**src/rtl/arith_pkg.sv**
```systemverilog
// Shared arithmetic constants and the sequencer state type for the clocked
// arithmetic path (sub32_seq and neighbours).
package arith_pkg;

  localparam int unsigned WIDTH = 32;
  localparam int unsigned SLICE = 4;

  typedef enum logic [1:0] {
    IDLE = 2'b00,
    RUN  = 2'b01,
    DONE = 2'b10
  } state_e;

endpackage

```
**src/rtl/cla4.sv**
```systemverilog
// 4-bit carry-lookahead adder slice.
// Ports:
//   a, b : 4-bit addends
//   ci   : carry in
//   s    : 4-bit sum
//   co   : carry out
module cla4 (
  input  logic [3:0] a,
  input  logic [3:0] b,
  input  logic       ci,
  output logic [3:0] s,
  output logic       co
);

  logic [3:0] p;
  logic [3:0] g;
  logic [4:1] c;

  always_comb begin
    p    = a ^ b;
    g    = a & b;
    c[1] = g[0] | (p[0] & ci);
    c[2] = g[1] | (p[1] & g[0]) | (p[1] & p[0] & ci);
    c[3] = g[2] | (p[2] & g[1]) | (p[2] & p[1] & g[0]) | (p[2] & p[1] & p[0] & ci);
    c[4] = g[3] | (p[3] & g[2]) | (p[3] & p[2] & g[1]) | (p[3] & p[2] & p[1] & g[0])
         | (p[3] & p[2] & p[1] & p[0] & ci);
    s    = p ^ {c[3:1], ci};
    co   = c[4];
  end

endmodule

```
**src/rtl/sub32_seq.sv**
```systemverilog
// Sequential subtractor: d = a - b - bi, one SLICE-bit slice per clock,
// LSB slice first, through a single shared cla4 slice fed with ~b.
// Ports:
//   clk    : rising-edge clock
//   reset  : synchronous, active-high; discards any operation in flight
//   start  : request, sampled only in IDLE
//   a, b   : minuend / subtrahend, captured on accepted start
//   bi     : borrow in, captured on accepted start
//   d      : registered difference, valid from done until the next start
//   bo     : borrow out (a < b + bi, unsigned)
//   busy   : high in RUN and DONE
//   done   : one-cycle pulse when d/bo become valid
//   ov     : signed overflow, present only with SUB32_OVERFLOW_FLAG_EN
// Build option: `define SUB32_OVERFLOW_FLAG_EN adds the ov output.
module sub32_seq
  import arith_pkg::*;
#(
  parameter int unsigned WIDTH = arith_pkg::WIDTH,
  parameter int unsigned SLICE = arith_pkg::SLICE
) (
  input  logic             clk,
  input  logic             reset,
  input  logic             start,
  input  logic [WIDTH-1:0] a,
  input  logic [WIDTH-1:0] b,
  input  logic             bi,
  output logic [WIDTH-1:0] d,
  output logic             bo,
  output logic             busy,
  output logic             done
`ifdef SUB32_OVERFLOW_FLAG_EN
  ,
  output logic             ov
`endif
);

  localparam int unsigned NSLICE = WIDTH / SLICE;
  localparam int unsigned CNT_W  = (NSLICE > 1) ? $clog2(NSLICE) : 1;
  localparam logic [CNT_W-1:0] LAST = CNT_W'(NSLICE - 1);

  state_e             state_q, state_d;
  logic [WIDTH-1:0]   a_q, a_d;
  logic [WIDTH-1:0]   b_q, b_d;
  logic [WIDTH-1:0]   d_q, d_d;
  logic [CNT_W-1:0]   cnt_q, cnt_d;
  logic               c_q, c_d;
  logic               bo_q, bo_d;
  logic               busy_q, busy_d;
  logic               done_q, done_d;
`ifdef SUB32_OVERFLOW_FLAG_EN
  logic               ov_q, ov_d;
`endif

  logic [SLICE-1:0]   sl_a;
  logic [SLICE-1:0]   sl_b;
  logic [SLICE-1:0]   sl_s;
  logic               sl_co;

  // Subtraction as a + ~b + carry, with the carry seeded to ~bi.
  assign sl_a = a_q[cnt_q*SLICE +: SLICE];
  assign sl_b = ~b_q[cnt_q*SLICE +: SLICE];

  cla4 u_cla4 (
    .a  (sl_a),
    .b  (sl_b),
    .ci (c_q),
    .s  (sl_s),
    .co (sl_co)
  );

  always_comb begin
    state_d = state_q;
    a_d     = a_q;
    b_d     = b_q;
    d_d     = d_q;
    cnt_d   = cnt_q;
    c_d     = c_q;
    bo_d    = bo_q;
`ifdef SUB32_OVERFLOW_FLAG_EN
    ov_d    = ov_q;
`endif
    case (state_q)
      IDLE: begin
        if (start) begin
          a_d     = a;
          b_d     = b;
          c_d     = ~bi;
          cnt_d   = '0;
          state_d = RUN;
        end
      end
      RUN: begin
        d_d[cnt_q*SLICE +: SLICE] = sl_s;
        c_d = sl_co;
        if (cnt_q == LAST) begin
          // Counter parks on the last slice rather than wrapping.
          bo_d    = ~sl_co;
`ifdef SUB32_OVERFLOW_FLAG_EN
          ov_d    = (a_q[WIDTH-1] != b_q[WIDTH-1]) && (sl_s[SLICE-1] != a_q[WIDTH-1]);
`endif
          state_d = DONE;
        end else begin
          cnt_d = cnt_q + 1'b1;
        end
      end
      DONE:    state_d = IDLE;
      default: state_d = IDLE;
    endcase
    busy_d = (state_d != IDLE);
    done_d = (state_d == DONE);
  end

  always_ff @(posedge clk) begin
    if (reset) begin
      state_q <= IDLE;
      a_q     <= '0;
      b_q     <= '0;
      d_q     <= '0;
      cnt_q   <= '0;
      c_q     <= 1'b0;
      bo_q    <= 1'b0;
      busy_q  <= 1'b0;
      done_q  <= 1'b0;
`ifdef SUB32_OVERFLOW_FLAG_EN
      ov_q    <= 1'b0;
`endif
    end else begin
      state_q <= state_d;
      a_q     <= a_d;
      b_q     <= b_d;
      d_q     <= d_d;
      cnt_q   <= cnt_d;
      c_q     <= c_d;
      bo_q    <= bo_d;
      busy_q  <= busy_d;
      done_q  <= done_d;
`ifdef SUB32_OVERFLOW_FLAG_EN
      ov_q    <= ov_d;
`endif
    end
  end

  assign d    = d_q;
  assign bo   = bo_q;
  assign busy = busy_q;
  assign done = done_q;
`ifdef SUB32_OVERFLOW_FLAG_EN
  assign ov   = ov_q;
`endif

endmodule

```
**config.mk**
```make
export PLATFORM = sky130hd
export DESIGN_NAME = sub32_seq
export DESIGN_NICKNAME = d
export VERILOG_FILES = /design/src/rtl/arith_pkg.sv /design/src/rtl/cla4.sv /design/src/rtl/sub32_seq.sv
export SDC_FILE = /design/constraint.sdc
export NUM_CORES = 1
export LEC_CHECK = 0
export CORE_UTILIZATION = 54
export DETAILED_ROUTE_END_ITERATION = 12
export PLACE_DENSITY = 0.88
export SYNTH_ARGS = -nofsm -noshare
export SYNTH_HDL_FRONTEND = slang
export SYNTH_HIERARCHICAL = 1
export SYNTH_SLANG_ARGS = --single-unit
```
**constraint.sdc**
```tcl
create_clock -name clk -period 8.9 [get_ports clk]
set_input_delay 1.335 -clock clk [delete_from_list [all_inputs] [get_ports clk]]
set_output_delay 1.335 -clock clk [all_outputs]
set_load 0.01 [all_outputs]
```
# Yosys cells after proc, flatten, opt, wreduce, memory -nomap -nowiden
# Cells that the tools add are included.
[totals]
register_bits = 105
latchBits = 0
ramBits = 0
romBits = 0
in_bits = 68
out_inout_bits = 35
word_cells = 68
n_memories = 0
[op_classes]
addsub = 2
multipliers = 0
n_div = 0
order_cmp = 0
n_eq_ne = 5
n_shift = 4
muxes = 9
bitwise_logic = 32
n_reduce_logical = 7
[op_table]
columns = ["operator", "n"]
rows = [
  ["$shiftx 32x6->4", 2],
  ["$neg 5->34", 1],
  ["$shift 4x34->32 const A", 1],
  ["$shiftx 4x34->32", 1],
  ["$bwmux 32", 1],
  ["$and 1x1->1", 16],
  ["$or 1x1->1", 10],
  ["$xor 4x4->4", 2],
  ["$mux 3", 2],
  ["$pmux 3 s2", 1],
  ["$reduce_and 2->1", 3],
  ["$and 4x4->4", 1],
  ["$mux 2", 2],
  ["$ne 2x2->1 const B", 2],
  ["$not 4->4", 1],
  ["$pmux 2 s2", 1],
  ["$reduce_bool 2->1", 2],
  ["$add 3x1->3 const B", 1],
  ["$eq 3x3->1 const B", 1],
  ["$reduce_and 3->1", 1],
  ["$eq 2x1->1 const B", 1],
  ["$eq 2x2->1 const B", 1],
  ["$logic_not 2->1", 1],
  ["$not 1->1", 2],
  ["other kinds (2)", 2],
]

# Longest topological paths before layout
# Gate-level depths: netlist of the first run.
[logic_depth]
depth_word = 10
mapped_depth = 13
depth_no_buf = 10

# Modules after synthesis
# Netlist of the first run, hierarchy kept.
[modules_own_cells]
columns = ["module", "instances", "cells_each", "area_each_um2", "seq_area_each_um2"]
rows = [
  ["sub32_seq", 1, 495, 4519.3, 2102.0],
  ["cla4", 1, 17, 147.6, 0.0],
]

# Least setup slack after synthesis of the first run
# OpenSTA, ideal clock, no wires.
[synth_timing]
kind = "reg-to-reg"
start = "register cnt_q[1]"
end = "register d_q[7], in the netlist d[7]"
setup_ns = 0.072
t_arrival_ns = 2.724
required_ns = 8.828
slack_ns = 6.103
stages_incl_launch_ff = 13
path_buffers = 3
period_less_slack_ns = 2.797
cell_sequence = "dfxtp_1 clkbuf_2 buf_2 buf_4 mux4_2 nand2_1 nand2_1 ha_1 a21o_1 a31o_1 xor2_1 or4b_1 mux2i_1"
[synth_between]
word_cells_on_any_way = 25
classes_between = "add/sub: 1; shift: 4; mux: 1; bitwise: 19"
[synth_rtl]
columns = ["element", "line", "rtl"]
rows = [
  ["from (decl)", "sub32_seq.sv:45", "logic [CNT_W-1:0] cnt_q, cnt_d;"],
  ["from (signal assigned)", "sub32_seq.sv:132", "cnt_q <= cnt_d;"],
  ["$shiftx 32x6->4 *", "sub32_seq.sv:60", "assign sl_a = a_q[cnt_q*SLICE +: SLICE];"],
  ["net sl_a[2]", "sub32_seq.sv:54", "logic [SLICE-1:0] sl_a;"],
  ["$xor 4x4->4", "cla4.sv:20", "p = a ^ b;"],
  ["$and 1x1->1", "cla4.sv:24", "c[3] = g[2] | (p[2] & g[1]) | (p[2] & p[1] & g[0]) | (p[2] & p[1] & p[0] & ci);"],
  ["$or 1x1->1 / $and 1x1->1 (equally long branches) (2 in series)", "cla4.sv:24", ""],
  ["$or 1x1->1 *", "cla4.sv:24", ""],
  ["$xor 4x4->4 *", "cla4.sv:27", "s = p ^ {c[3:1], ci};"],
  ["net sl_s[3]", "sub32_seq.sv:56", "logic [SLICE-1:0] sl_s;"],
  ["$shiftx 4x34->32 *", "sub32_seq.sv:93", "d_d[cnt_q*SLICE +: SLICE] = sl_s;"],
  ["$bwmux 32 *", "sub32_seq.sv:93", ""],
  ["to (signal assigned)", "sub32_seq.sv:118", "d_q <= '0;"],
  ["to (signal assigned)", "sub32_seq.sv:131", "d_q <= d_d;"],
  ["to (decl)", "sub32_seq.sv:44", "logic [WIDTH-1:0] d_q, d_d;"],
]
# The timed path passes the listed nets; every way through them passes the cells marked *.
# A chain may end at the register's enable or synchronous reset.

# Worst setup path in the final report of the first run
[layout_timing]
start = "register cnt_q[1]"
end = "register d_q[30], in the netlist d[30]"
[layout_between]
word_cells_on_any_way = 25
classes_between = "add/sub: 1; shift: 4; mux: 1; bitwise: 19"
[layout_rtl]
columns = ["element", "line", "rtl"]
rows = [
  ["$shiftx 32x6->4 *", "sub32_seq.sv:61", "assign sl_b = ~b_q[cnt_q*SLICE +: SLICE];"],
  ["$not 4->4 *", "sub32_seq.sv:61", ""],
  ["net sl_b[0]", "sub32_seq.sv:55", "logic [SLICE-1:0] sl_b;"],
  ["$and 4x4->4 / $xor 4x4->4 (equally long branches)", "cla4.sv:21, cla4.sv:20", ""],
  ["$and 1x1->1", "cla4.sv:23", "c[2] = g[1] | (p[1] & g[0]) | (p[1] & p[0] & ci);"],
  ["$or 1x1->1 / $and 1x1->1 (equally long branches)", "cla4.sv:23", ""],
  ["$or 1x1->1 *", "cla4.sv:23", ""],
  ["$xor 4x4->4 *", "cla4.sv:27", ""],
  ["net sl_s[2]", "sub32_seq.sv:56", ""],
  ["$shiftx 4x34->32 *", "sub32_seq.sv:93", ""],
  ["$bwmux 32 *", "sub32_seq.sv:93", ""],
]
# Marks and branches as above.

==> impl_metrics.csv, run 1 <==
group,metric,value,unit
critical_path,worstPathMaxFanout,24,
routing,vias,3811,
global_route,grt_max_degree,115,
place,place_area,0.00564,mm2
synth,synthCells,512,
routing,remaining_drc_errors,0,
critical_path,crit_chain,"mux4_2 > mux2i_1 > ha_1 > a21o_1 > a21oi_1 > xnor2_1 > or4b_1 > mux2i_1",
finish,antenna_cells,0,
finish,regArea,0.00210,mm2
global_route,antenna_found_initial,0,
floorplanning,row_count,33,
timing,tns,0,ns
clocking,htree_levels,3,
finish,final_nets,671,
place,port-buffer-count,102,
critical_path,max_stage_delay,1.04,ns
timing,clock_skew,0.0139,ns
floorplanning,die_h,95.0,um
synth,ys_seq_area_frac,0.450,
critical_path,critPathRequiredTime,9.19,ns
critical_path,critPathLaunchType,"flop",
clocking,cts.clk_slew.worst_paths,0.09,ns
finish,design_area,0.00582,mm2
routing,dr.pass1.iters,6,
finish,final_cell_mix,"151 x nand2_1, 105 x dfxtp_1, 101 x clkdlybuf4s50_1, 68 x a21oi_1, 38 x mux2i_1",
critical_path,crit_path_frequent_cell,"mux2i_1",
routing,wire_per_inst,14.4,um
pwr,power_density,159,mW/mm2
global_route,grt_usage,0.241,
clocking,cts_hold_buf,0,
synth,ys.warnings.count,6,
finish,syn_to_final_growth,24.8,%
synth,syn_area,0.00467,mm2
floorplanning,design.core.area,0.00830,mm2
clocking,cts_tree,"done",
timing,fin_ws,5.42,ns
synth,ys_ff_latch,105,
synth,synth_area_per_cell,9.12,um2
pwr,ir_drop,0.0856,mV
floorplanning,dieArea,0.00902,mm2
critical_path,crit_type,"flop to flop",
clocking,clockRootBuffer,"clkbuf_8",
floorplanning,initial_core_util,0.562,
floorplanning,fp.dieW,95.0,um
place,hpwl,7210,um
finish,fillCellCount,628,
routing,drt_iter0_markers,177,
clocking,numCtsBuffers,9,
global_route,grt_pass1_vias,3666,
pwr,p_leak,2.29,nW
global_route,grt_pass1_wl,16700,um
min_path,hp-class,"flop to flop",
finish,final_common_cell,"nand2_1",
timing,rsz0062_at_grt,"false",
routing,routed_wl,10100,um
routing,vias_per_cell,5.42,
synth,ys_types,39,
timing,min_period_over_period,0.391,
clocking,post_cts_buffers,0,
critical_path,crit_arrival,3.77,ns
clocking,clock_latency,0.37,ns
timing,slew_violations,0,
timing,min_period,3.48,ns
clocking,ctsResizeCount,0,
timing,fmax,288,MHz
pwr,power,0.924,mW
critical_path,worst_setup_path_end_kind,"flop",
timing,worstMarginPinSlew,1.23,ns
critical_path,cpMaxStageDelayCell,"dfxtp_1",
finish,drive_gt1_frac,0.0669,
floorplanning,ioPinCount,103,
clocking,clkSinkCount,105,
place,globalplace.congestion,0.826,
timing,hold_viol_final,0,
synth,syn_nets,590,
global_route,grt_overflow,0,
timing,relSlewSlack,0.183,
timing,setup_viol,0,
clocking,cts_buffer_depth,2,
finish,multi_input_area,0.00233,mm2
flow_run,maxCapViolations,0,
routing,drtAntennaViolNets,0,
place,pre_cts_ws,5.44,ns
place,placed_cells,687,
finish,instances_no_fill,703,
run_status,outcome,"complete, no violations",
[cell usage after synthesis (all sizes together)]
cell	n	area (um2)
nand2	151	567
dfxtp	105	2100
a21oi	68	340
mux2i	38	380
nand2b	36	225
buf	23	159
mux4	16	360
clkbuf	12	47.6
inv	10	37.5
ha	9	113
nor3	5	25.0
or4b	4	40.0
a21o	3	22.5
a31oi	3	18.8
nand3	3	15.0
nor2	3	11.3
nor2b	3	18.8
and3	2	12.5
o211ai	2	15.0
xnor2	2	17.5
a221oi	1	8.76
a311oi	1	8.76
a31o	1	8.76
and4	1	8.76
and4bb	1	12.5
fa	1	20.0
nor3b	1	7.51
nor4	1	6.26
nor4b	1	15.0
o2111a	1	11.3
o21bai	1	7.51
or3	1	6.26
or3b	1	8.76
xor2	1	8.76
[final timing paths]
check	startpoint	end	slack [ns]	depth (start not counted)
worst max-delay path	cnt_q[1]	d[30]	5.42	8
worst min-delay path	b_q[11]	b_q[11]	0.46	2
worst max register to register	cnt_q[1]	d[30]	5.42	8
worst min register to register	b_q[11]	b_q[11]	0.46	2
[power by group]
part / leakage (nW) / internal [mW] / switching, mW / total, mW
clock network: 0.0933 / 0.130 / 0.155 / 0.285
registers: 0.857 / 0.490 / 0.0127 / 0.503
logic: 1.34 / 0.0714 / 0.0648 / 0.136
[stage by stage]
stage	util	hold slack (ns)
2_1_floorplan	-	0.433
3_3_place_gp	0.679	0.440
6_report	0.702	0.458
3_5_place_dp	0.679	0.446
4_1_cts	0.702	0.458
5_1_grt	0.702	0.477
[kinds of logic (layout without fill, tap and decap cells)]
group	count (synthesis)	in the layout	share of synthesized area
AND/OR/NAND/NOR	214	214	0.210
adder cells (fa/ha/maj)	10	10	0.0284
AO/OA/AOI/OAI	81	81	0.0946
buffers and inverters	45	131	0.0523
flip-flops	105	105	0.450
multiplexers	54	54	0.159
XOR/XNOR	3	3	0.00563
[layer usage]
| metal | GRT usage | wire length [um] | vias to the layer above |
|---|---|---|---|
| met1 | 0.283 | 4100 | 1776 |
| met3 | 0.0443 | 543 | 20 |
| met2 | 0.431 | 5280 | 129 |
| met4 | 0.0985 | 226 | 0 |
| met5 | 0 | 0 | - |
| li1 | - | - | 1886 |
[registers in the layout, summed over array words and instances (netlist names)]
signal and flops:
a_q 32, b_q 32, d 32, cnt_q 3
state_q 2, bo 1, busy 1, c_q 1
done 1
[worst max-delay path: cells and delay by family, from the launching register on]
family | cells | cell delay (ns)
compound gates | 2 | 0.36
xor+xnor | 1 | 0.20
fa+ha+maj | 1 | 0.28
flops | 1 | 1.04
mux | 3 | 0.98
simple gates | 1 | 0.55
[layout make-up]
class | count | area share
sequential | 105 | 0.361
clock buffer | 11 | 0.0226
timing repair buffer | 105 | 0.178
clock inverter | 5 | 0.00967
multi-input combinational | 362 | 0.399
inverter | 10 | 0.00645
tap | 105 | 0.0226
No activity file was read; power rests on OpenSTA's default activity.
==> run 2, diff against run 1 <==
Settings changed: CORE_UTILIZATION 54 to 46, PLACE_DENSITY 0.88 to 0.8.
Clock period 8.9 ns to 3 ns, I/O delays scaled along.
==> impl_metrics.csv, run 2 (synthesis results as in run 1) <==
group,metric,value,unit
timing,slew_violations,0,
floorplanning,row_count,36,
timing,clock_skew,0.0125,ns
critical_path,crit_arrival,3.18,ns
global_route,grt_max_degree,65,
timing,fin_ws,0.121,ns
global_route,grt_pass1_vias,3839,
clocking,cts.clk_slew.worst_paths,0.10,ns
critical_path,crit_family,"simple AND/OR/NAND/NOR gates",
floorplanning,dieArea,0.0106,mm2
critical_path,worst_setup_path_end_kind,"flop",
critical_path,critPathRequiredTime,3.30,ns
clocking,cts_buffer_depth,2,
floorplanning,ioPinCount,103,
timing,hold_viol_final,0,
global_route,grt_overflow,0,
routing,dr.pass1.iters,5,
pwr,p_leak,2.36,nW
critical_path,crit_path_frequent_cell,"nand2_1",
clocking,clkSinkCount,105,
clocking,htree_levels,3,
finish,final_cell_mix,"151 x nand2_1, 104 x dfxtp_1, 101 x clkdlybuf4s50_1, 68 x a21oi_1, 38 x mux2i_1",
pwr,power,2.78,mW
place,hpwl,8220,um
critical_path,critPathLaunchType,"flop",
timing,min_period_over_period,0.960,
timing,tns,0,ns
routing,wire_per_inst,14.6,um
min_path,min_from,"b_q[11]",
critical_path,max_stage_delay,0.51,ns
finish,final_nets,682,
timing,setup_viol,0,
timing,relSlewSlack,0.385,
clocking,clock_latency,0.37,ns
floorplanning,design.core.area,0.00982,mm2
global_route,grt_usage,0.217,
finish,fillCellCount,879,
run_status,outcome,"complete, no violations",
timing,worstMarginPinSlew,0.922,ns
clocking,clockRootBuffer,"clkbuf_8",
place,placed_cells,726,
pwr,ir_drop,0.270,mV
place,globalplace.congestion,0.805,
critical_path,r2r_start,"cnt_q[0]",
global_route,grt_pass1_wl,17600,um
critical_path,crit_chain,"buf_12 > mux4_2 > nand2_1 > nand2_1 > ha_1 > a21o_1 > a31o_1 > xor2_1 > or4b_4 > mux2i_1",
critical_path,cp_num_buf_inv,1,
floorplanning,die_h,103,um
global_route,antenna_found_initial,0,
place,port-buffer-count,102,
routing,drt_iter0_markers,152,
routing,vias,3849,
pwr,power_density,465,mW/mm2
routing,drtAntennaViolNets,0,
finish,drive_gt1_frac,0.0887,
timing,min_period,2.88,ns
timing,fmax,347,MHz
finish,final_common_cell,"nand2_1",
routing,vias_per_cell,5.19,
critical_path,cp-startpoint,"cnt_q[0]",
clocking,post_cts_buffers,0,
critical_path,worstPathMaxFanout,9,
finish,antenna_cells,0,
floorplanning,initial_core_util,0.475,
clocking,cts_tree,"done",
routing,remaining_drc_errors,0,
finish,syn_to_final_growth,28.0,%
critical_path,cpMaxStageDelayCell,"mux4_2",
routing,routed_wl,10800,um
clocking,numCtsBuffers,9,
critical_path,crit_type,"flop to flop",
finish,instances_no_fill,742,
floorplanning,fp.dieW,103,um
flow_run,maxCapViolations,0,
place,pre_cts_ws,0.0315,ns
timing,rsz0062_at_grt,"false",
min_path,hp-class,"flop to flop",
[run 2: repair_timing]
item,in CTS,in global routing
hold buffers,0,0
endpoints found under the setup margin,0,11
gates resized for setup,0,3
[run 2: final timing paths]
kind                            cells after the start       to  slack, ns
worst max register to register                     10     d[7]       0.12
worst max-delay path                               10     d[7]       0.12
worst min register to register                      2  b_q[11]       0.46
worst min-delay path                                2  b_q[11]       0.46
[run 2: layout make-up]
type / instances / area, um2 / share of cell area
inverter: 10 / 37.5 / 0.00628
clock buffer: 11 / 131 / 0.0220
sequential: 105 / 2100 / 0.352
timing repair buffer: 116 / 1150 / 0.192
tap: 133 / 166 / 0.0279
multi-input combinational: 362 / 2330 / 0.391
clock inverter: 5 / 56.3 / 0.00942
[run 2: worst min-delay path, delay by kind of cell, from the launching register on]
kind            cells  cell delay [ns]
flops               1             0.32
compound gates      1             0.05
simple gates        1             0.05
[run 2: through the flow]
step                      hold slack, ns  cell area (um2)  utilization
after floorplan                    0.433             4670            -
after global placement             0.444             5780        0.588
after detailed placement           0.451             5780        0.588
after CTS                          0.466             5970        0.608
after global routing               0.478             5970        0.608
final                              0.464             5970        0.608
[run 2: layer usage]
layer,global-route usage,wire (um)
met1,0.256,4580
met2,0.377,5400
met3,0.0488,537
met5,0,0
met4,0.0978,322
[run 2: power breakdown]
group	switching [mW]	total [mW]	internal, mW
Combinational	0.199	0.428	0.229
Clock	0.470	0.856	0.386
Sequential	0.0411	1.49	1.45
Total	0.711	2.78	2.07
==> run 3, diff against run 2 <==
Settings changed: CTS_CLUSTER_SIZE from default to 20.
Clock period 3 ns to 2.4 ns, I/O delays scaled along.
==> impl_metrics.csv, run 3 (synthesis results as in run 1) <==
group,metric,value,unit
run_status,outcome,"finished, violations left",
run_status,violations,"setup timing",
pwr,power_density,578,mW/mm2
clocking,clock_latency,0.37,ns
place,globalplace.congestion,0.835,
routing,drtAntennaViolNets,0,
pwr,ir_drop,0.282,mV
critical_path,crit_chain,"buf_8 > mux4_2 > nand2_1 > nand2_2 > ha_4 > a21o_1 > a31o_1 > xor2_2 > or4b_4 > mux2i_1",
floorplanning,row_count,36,
critical_path,critPathRequiredTime,2.70,ns
critical_path,max_stage_delay,0.51,ns
timing,rsz0062_at_grt,"true",
timing,setup_viol,34,
timing,fin_ws,-0.420,ns
clocking,clkSinkCount,105,
routing,wire_per_inst,15.2,um
finish,final_cell_mix,"142 x nand2_1, 103 x dfxtp_1, 101 x clkdlybuf4s50_1, 67 x a21oi_1",
routing,routed_wl,11600,um
routing,remaining_drc_errors,0,
floorplanning,ioPinCount,103,
floorplanning,initial_core_util,0.475,
critical_path,crit_family,"simple AND/OR/NAND/NOR gates",
finish,syn_to_final_growth,35.9,%
flow_run,maxCapViolations,0,
min_path,hp-class,"flop to flop",
timing,worstMarginPinSlew,0.853,ns
clocking,htree_levels,3,
place,placed_cells,730,
global_route,grt_overflow,0,
clocking,cts_hold_buf,0,
place,place_area,0.00583,mm2
timing,fmax,355,MHz
timing,hold_viol_final,0,
global_route,antenna_found_initial,0,
critical_path,crit_type,"flop to flop",
timing,relSlewSlack,0.427,
critical_path,crit_arrival,3.12,ns
timing,min_period_over_period,1.17,
clocking,numCtsBuffers,9,
critical_path,worstPathMaxFanout,7,
clocking,cts.clk_slew.worst_paths,0.10,ns
clocking,cts_buffer_depth,2,
finish,antenna_cells,0,
finish,final_common_cell,"nand2_1",
critical_path,cpMaxStageDelayCell,"mux4_2",
timing,slew_violations,0,
timing,clock_skew,0.0164,ns
global_route,grt_pass1_vias,3936,
finish,final_nets,702,
global_route,grt_usage,0.218,
floorplanning,fp.dieW,103,um
finish,design_area,0.00634,mm2
floorplanning,design.core.area,0.00982,mm2
routing,drt_iter0_markers,186,
clocking,clockRootBuffer,"clkbuf_8",
floorplanning,die_h,103,um
critical_path,critPathLaunchType,"flop",
finish,instances_no_fill,762,
routing,vias,3977,
place,hpwl,7890,um
clocking,cts_tree,"done",
floorplanning,dieArea,0.0106,mm2
routing,dr.pass1.iters,4,
global_route,grt_max_degree,65,
timing,min_period,2.82,ns
finish,final_util,0.646,
critical_path,cp_num_buf_inv,1,
routing,vias_per_cell,5.22,
finish,drive_gt1_frac,0.164,
place,port-buffer-count,102,
pwr,p_leak,2.50,nW
global_route,grt_pass1_wl,17800,um
critical_path,worst_setup_path_end_kind,"flop",
run 3: cell types whose count changed in the layout (fill, tap and decap cells not counted), sizes merged:
cell	change
buf	+20
inv	+2
bufinv	-1
clkbuf	-1
run 3: metal layers:
metal,vias to the layer above,track usage,routed length (um)
li1,1951,-,-
met4,0,0.0857,318
met1,1859,0.245,4700
met3,29,0.0400,567
met2,138,0.406,6000
met5,-,0,0
run 3: power by group:
group,internal [mW],total [mW],switching (mW)
sequential,1.82,1.87,0.0548
combinational,0.410,0.726,0.317
clock,0.429,1.07,0.641
total,2.66,3.67,1.01
run 3: area by class of cell:
| type | count | area [um2] |
|---|---|---|
| Clock buffer | 10 | 138 |
| Clock inverter | 6 | 61.3 |
| Fill cell | 804 | 3480 |
| Inverter | 10 | 40.0 |
| Multi-Input combinational cell | 362 | 2480 |
| Sequential cell | 105 | 2110 |
| Tap cell | 133 | 166 |
| Timing Repair Buffer | 136 | 1350 |
run 3: final timing paths:
check                               end  slack (ns)  cells past startpoint      from
worst max-delay path              d[31]       -0.42                     10  cnt_q[0]
worst min register to register  a_q[27]        0.46                      2   a_q[27]
worst max register to register    d[31]       -0.42                     10  cnt_q[0]
worst min-delay path            a_q[27]        0.46                      2   a_q[27]
run 3: worst min-delay path, delay by kind of cell, from the launching register on:
| kind | cells | cell delay [ns] |
|---|---|---|
| AO/OA/AOI/OAI | 1 | 0.05 |
| AND/OR/NAND/NOR | 1 | 0.05 |
| flip-flops | 1 | 0.32 |
run 3: what timing repair did:
item | 4_1_cts | 5_1_grt
pin swaps | 8 | 7
endpoints found under the setup margin | 28 | 33
buffers inserted | 8 | 10
gates resized for setup | 24 | 21
run 3: per-stage QoR:
step,worst slack [ns],setup TNS [ns],hold WS [ns],power (mW)
detailed placement,-0.405,-6.42,0.449,2.47
global route,-0.482,-10.03,0.483,3.81
global placement,-0.303,-4.48,0.442,2.45
finish,-0.420,-7.93,0.462,3.67
CTS,-0.327,-4.85,0.463,3.57
floorplan,-0.234,-3.46,0.433,2.23
